===== config.mk =====
export PLATFORM = sky130hd
export DESIGN_NAME = buttons_poll_ctrl
export DESIGN_NICKNAME = d
export VERILOG_FILES = /design/src/rtl/buttons_poll_ctrl.sv
export SDC_FILE = /design/constraint.sdc
export NUM_CORES = 1
export LEC_CHECK = 0
export BUFFER_PORTS_ARGS = -buffer_cell sky130_fd_sc_hd__buf_2
export CORE_UTILIZATION = 27
export CTS_CLUSTER_SIZE = 30
export DETAILED_ROUTE_END_ITERATION = 10
export PLACE_DENSITY = 0.56
export SLEW_MARGIN = 15
export SYNTH_ARGS = -nofsm -noshare
export SYNTH_HDL_FRONTEND = slang
export SYNTH_SLANG_ARGS = --single-unit
export TNS_END_PERCENT = 10

===== constraint.sdc =====
create_clock -name clk -period 1.6 [get_ports clk]
set_input_delay 0 -clock clk [delete_from_list [all_inputs] [get_ports clk]]
set_output_delay 0 -clock clk [all_outputs]
set_load 0.1 [all_outputs]

===== src/rtl/buttons_poll_ctrl.sv =====
// Polls the buttons PIO over an Avalon-MM master, debounces each bit, captures
// press edges and exposes state/mask/edge/ctrl to the CPU with a level irq.
//
// state  | meaning
// IDLE   | waiting for the poll tick
// REQ    | m_read pulse to the PIO, address 0
// CAPT   | PIO readdata valid, latched into sample
// UPDATE | debounce and edge capture applied
module buttons_poll_ctrl #(
  parameter int WIDTH      = 12,
  parameter int POLL_DIV   = 50000,
  parameter int STABLE_CNT = 4,
  parameter bit ACTIVE_LOW = 1'b1
) (
  input  logic        clk,
  input  logic        reset_n,
  output logic [1:0]  m_address,
  output logic        m_read,
  input  logic [31:0] m_readdata,
  input  logic [1:0]  s_address,
  input  logic        s_read,
  input  logic        s_write,
  input  logic [31:0] s_writedata,
  output logic [31:0] s_readdata,
  output logic        irq
);

  localparam int TW = $clog2(POLL_DIV);
  localparam logic [TW-1:0] TIMER_LAST = TW'(POLL_DIV - 1);
  localparam logic [3:0] CNT_LAST = 4'(STABLE_CNT - 1);
  localparam logic [WIDTH-1:0] RELEASED = {WIDTH{ACTIVE_LOW}};
  localparam logic PRESSED = ~ACTIVE_LOW;

  typedef enum logic [1:0] {IDLE, REQ, CAPT, UPDATE} fsm_t;

  fsm_t fsm, fsm_nxt;
  logic [TW-1:0] timer;
  logic tick;
  logic enable;
  logic [WIDTH-1:0] sample, db_state, db_state_nxt, mask, edge_cap, edge_nxt, press;
  logic [WIDTH-1:0][3:0] cnt, cnt_nxt;
  logic wr_mask, wr_edge, wr_ctrl, busy;
  logic [31:0] rd_mux;
  logic unused_bits;

  assign m_address = 2'd0;
  assign tick = enable && (timer == TIMER_LAST);
  assign busy = (fsm != IDLE);
  assign irq = |(edge_cap & mask);
  assign wr_mask = s_write && (s_address == 2'd1);
  assign wr_edge = s_write && (s_address == 2'd2);
  assign wr_ctrl = s_write && (s_address == 2'd3);
  assign unused_bits = ^{m_readdata[31:WIDTH], s_writedata[31:WIDTH]};

  always_ff @(posedge clk or negedge reset_n) begin
    if (!reset_n) begin
      timer <= '0;
    end else if (!enable || tick) begin
      timer <= '0;
    end else begin
      timer <= timer + 1'b1;
    end
  end

  always_ff @(posedge clk or negedge reset_n) begin
    if (!reset_n) begin
      fsm    <= IDLE;
      m_read <= 1'b0;
    end else begin
      fsm    <= fsm_nxt;
      m_read <= (fsm_nxt == REQ);
    end
  end

  always_comb begin
    fsm_nxt = fsm;
    case (fsm)
      IDLE:    if (tick) fsm_nxt = REQ;
      REQ:     fsm_nxt = CAPT;
      CAPT:    fsm_nxt = UPDATE;
      UPDATE:  fsm_nxt = IDLE;
      default: fsm_nxt = IDLE;
    endcase
  end

  // A bit must differ from the debounced state on STABLE_CNT consecutive polls to flip.
  always_comb begin
    db_state_nxt = db_state;
    cnt_nxt      = cnt;
    press        = '0;
    if (fsm == UPDATE) begin
      for (int i = 0; i < WIDTH; i++) begin
        if (sample[i] == db_state[i]) begin
          cnt_nxt[i] = 4'd0;
        end else if (cnt[i] == CNT_LAST) begin
          db_state_nxt[i] = sample[i];
          cnt_nxt[i]      = 4'd0;
          press[i]        = (sample[i] == PRESSED);
        end else begin
          cnt_nxt[i] = cnt[i] + 4'd1;
        end
      end
    end
  end

  // New press edges win over a same-cycle write-1-to-clear.
  assign edge_nxt = (edge_cap & ~(wr_edge ? s_writedata[WIDTH-1:0] : '0)) | press;

  always_ff @(posedge clk or negedge reset_n) begin
    if (!reset_n) begin
      sample   <= RELEASED;
      db_state <= RELEASED;
      cnt      <= '0;
      edge_cap <= '0;
      mask     <= '0;
      enable   <= 1'b0;
    end else begin
      if (fsm == CAPT) sample <= m_readdata[WIDTH-1:0];
      db_state <= db_state_nxt;
      cnt      <= cnt_nxt;
      edge_cap <= edge_nxt;
      if (wr_mask) mask <= s_writedata[WIDTH-1:0];
      if (wr_ctrl) enable <= s_writedata[0];
    end
  end

  always_comb begin
    rd_mux = '0;
    case (s_address)
      2'd0:    rd_mux[WIDTH-1:0] = db_state;
      2'd1:    rd_mux[WIDTH-1:0] = mask;
      2'd2:    rd_mux[WIDTH-1:0] = edge_cap;
      default: rd_mux[1:0] = {busy, enable};
    endcase
  end

  always_ff @(posedge clk or negedge reset_n) begin
    if (!reset_n) begin
      s_readdata <= '0;
    end else if (s_read) begin
      s_readdata <= rd_mux;
    end
  end

endmodule


==> impl_metrics.toml <==
[logic_synthesis]
ys_seq_area_share_pct = 50.55
synth_edf_count = 0
yosysMostFrequentCell = "dfrtp_1"
ys.flop_type = "dfrtp_1"
synth_top_cells_by_count = "dfrtp_1 (104), nand2_1 (63), o21ai_0 (48)"
ys_types = 42
yosysTopAreaCell = "dfrtp_1"
ys_top_cells_by_area = "dfrtp_1 (41%), dfstp_2 (9.9%), mux2_2 (6.9%), o21ai_0 (3.8%), nand2_1 (3.7%)"
synth_cells = 622
synthArstFlopShare_pct = 100.0
yosys_register_bits = 128
postSynthAreaPerCell_sq_um = 10.28
synth_top_area_share_pct = 40.69
synth_area_sq_mm = 0.006396
yosysWarnings = 0

[route]
first_pass_iters = 4
topRoutingLayerUsed = "met4"
drtIter0Drc = 242
viasPerCell = 4.389
num_vias = 4626
wirelength_um = 13920
wire_per_inst_um = 13.21
dr_wl_met2_um = 6527
wl_met1_um = 6803
ant_nets = 0
wl_met3_um = 380
drc = 0

[global_route]
grt_pass1_wl_um = 23330
grt.overflow.total = 0
grt_max_degree = 49
grt_usage_pct = 12.50
first_global_vias = 4573
antenna_found_initial = 0

[critical_path]
path_max_fanout = 3
endpoint_kind = "output pin"
start_kind = "flop"
crit_type = "flop to output pin"
critPathArrivalTime_ns = 1.69
crit_required_ns = 1.60

[floorplanning]
die-area_sq_mm = 0.02431
dieHeight_um = 155.9
initial_core_util_pct = 27.91
coreArea_sq_mm = 0.02292
die_x_um = 155.9
num_io_pins = 106
core.rowCount = 55

[min_path]
hp-class = "input pin to flop"

[timing]
fmax_mhz = 593.4
slew_violations = 0
finalSetupViolCount = 1
fin_skew_ns = 0.005828
max_slew_margin_pct = 60.76
worst_pin_slew_ns = 0.5859
period_minus_slack_ns = 1.685
tns_ns = -0.08522
setup_ws_ns = -0.08522
rsz0062_at_grt = "yes"
fin_crit_sh_pct = 105.3
hold_viol = 0

[clock_network]
cts_max_level = 4
clockBufferDepth = 2
clk_pin_slew_ns = 0.05
clockRootBuffer = "clkbuf_16"
cts_tree = "done"
clock_latency_ns = 0.42
clock-sinks = 128
cts_made_buffers = 17
post_cts_buffers = 0

[cells_and_area]
fillers = 2314
layout.nets = 814
synthToLayoutAreaGrowth_pct = 26.35
layout-drive-gt1-share_pct = 25.51
diodes = 0
fin_util_pct = 35.27

[place]
dp_hpwl_um = 9826
place_ws_ns = 0.06475
gp_congestion = 0.7268
port_buffers = 43

[power]
totalPowerFinal_mw = 8.453
p_leak_nw = 3.461
powerDensity_mw_per_mm2 = 1046
peakVddDrop_mv = 0.7658

[status]
failed_checks = "setup timing"
status = "finished with violations"

[run]
cap_violations = 0
## power by group
part	switching [mW]	internal, mW
Clock	1.40	2.35
Sequential	0.114	3.38
Combinational	0.879	0.332
## repair_timing
item / 4_1_cts / 5_1_grt
resized for setup: 10 / 3
pin swaps: 0 / 0
endpoints found under the hold margin: 150 / 0
setup endpoints to repair: 1 / 13
hold buffers: 27 / 0
## per-stage QoR
| stage | hold WS (ns) | std cells | area [sq um] |
|---|---|---|---|
| 2_1_floorplan | -0.2956 | 643 | 6475 |
| 3_3_place_gp | -0.009946 | 995 | 7166 |
| 3_5_place_dp | -0.01116 | 995 | 7166 |
| 4_1_cts | 0.01697 | 1054 | 8066 |
| 5_1_grt | 0.03472 | 1054 | 8082 |
| 6_report | 0.03267 | 1054 | 8082 |
## path summary, 6_finish.rpt
check	startpoint	to	slack (ns)	cells after the start
max	mask[3]	irq	-0.09	4
min	s_address[0]	enable	0.03	3
max reg2reg	timer[4]	timer[15]	0.05	4
min reg2reg	timer[0]	timer[0]	0.48	1
max in group asynchronous	reset_n	db_state[3]	0.84	3
min in group asynchronous	reset_n	s_readdata[11]	0.11	2
## final cells by class
class	instances	area [sq um]	share of cell area, %
Clock inverter	12	116.4	1.440
Inverter	32	120.1	1.486
Multi-Input combinational cell	442	2942	36.40
Clock buffer	20	456.7	5.651
Timing Repair Buffer	107	822.0	10.17
Tap cell	313	391.6	4.846
Sequential cell	128	3233	40.01
## metal layers
metal  track usage [%]  vias up
li1                  -     2337
met1             16.26     2221
met2             19.92       53
met3             3.278       15
met4             4.482        0
met5                 0        -
## registers in the layout (all words and copies together), names as in the netlist
| register | flops |
|---|---|
| cnt | 48 |
| timer | 16 |
| db_state | 12 |
| edge_cap | 12 |
| mask | 12 |
| s_readdata | 12 |
| sample | 12 |
| fsm | 2 |
| enable | 1 |
| m_read | 1 |
## layout by cell type (no fill, tap or decap), drive strengths merged, types with 9 or more instances in the layout
cell	n
mux2i	10
nand2	63
dfrtp	104
xnor2	22
dlygate4sd3	27
conb	22
clkinv	9
dfstp	24
buf	80
o31ai	24
a21oi	21
nor2	38
nand3	23
inv	32
o22ai	12
nand2b	34
nor3b	11
ha	16
clkbuf	20
mux2	39
nand3b	12
and3	13
o21ai	49
## cell families after synthesis
kind of cell / share of synthesized area [%]
buf+inv: 5.634
mux: 9.135
flops: 50.55
xor+xnor: 3.560
simple gates: 17.37
fa+ha+maj: 3.130
compound gates: 10.56
other cells: 0.05863
## critical path, stage by stage, from the launching register on
cell and delay [ns]:
dfrtp_1 0.39, a22o_1 0.26, a221oi_4 0.28, nand3_4 0.14, buf_12 0.19
(Power assumes the default switching activity.)
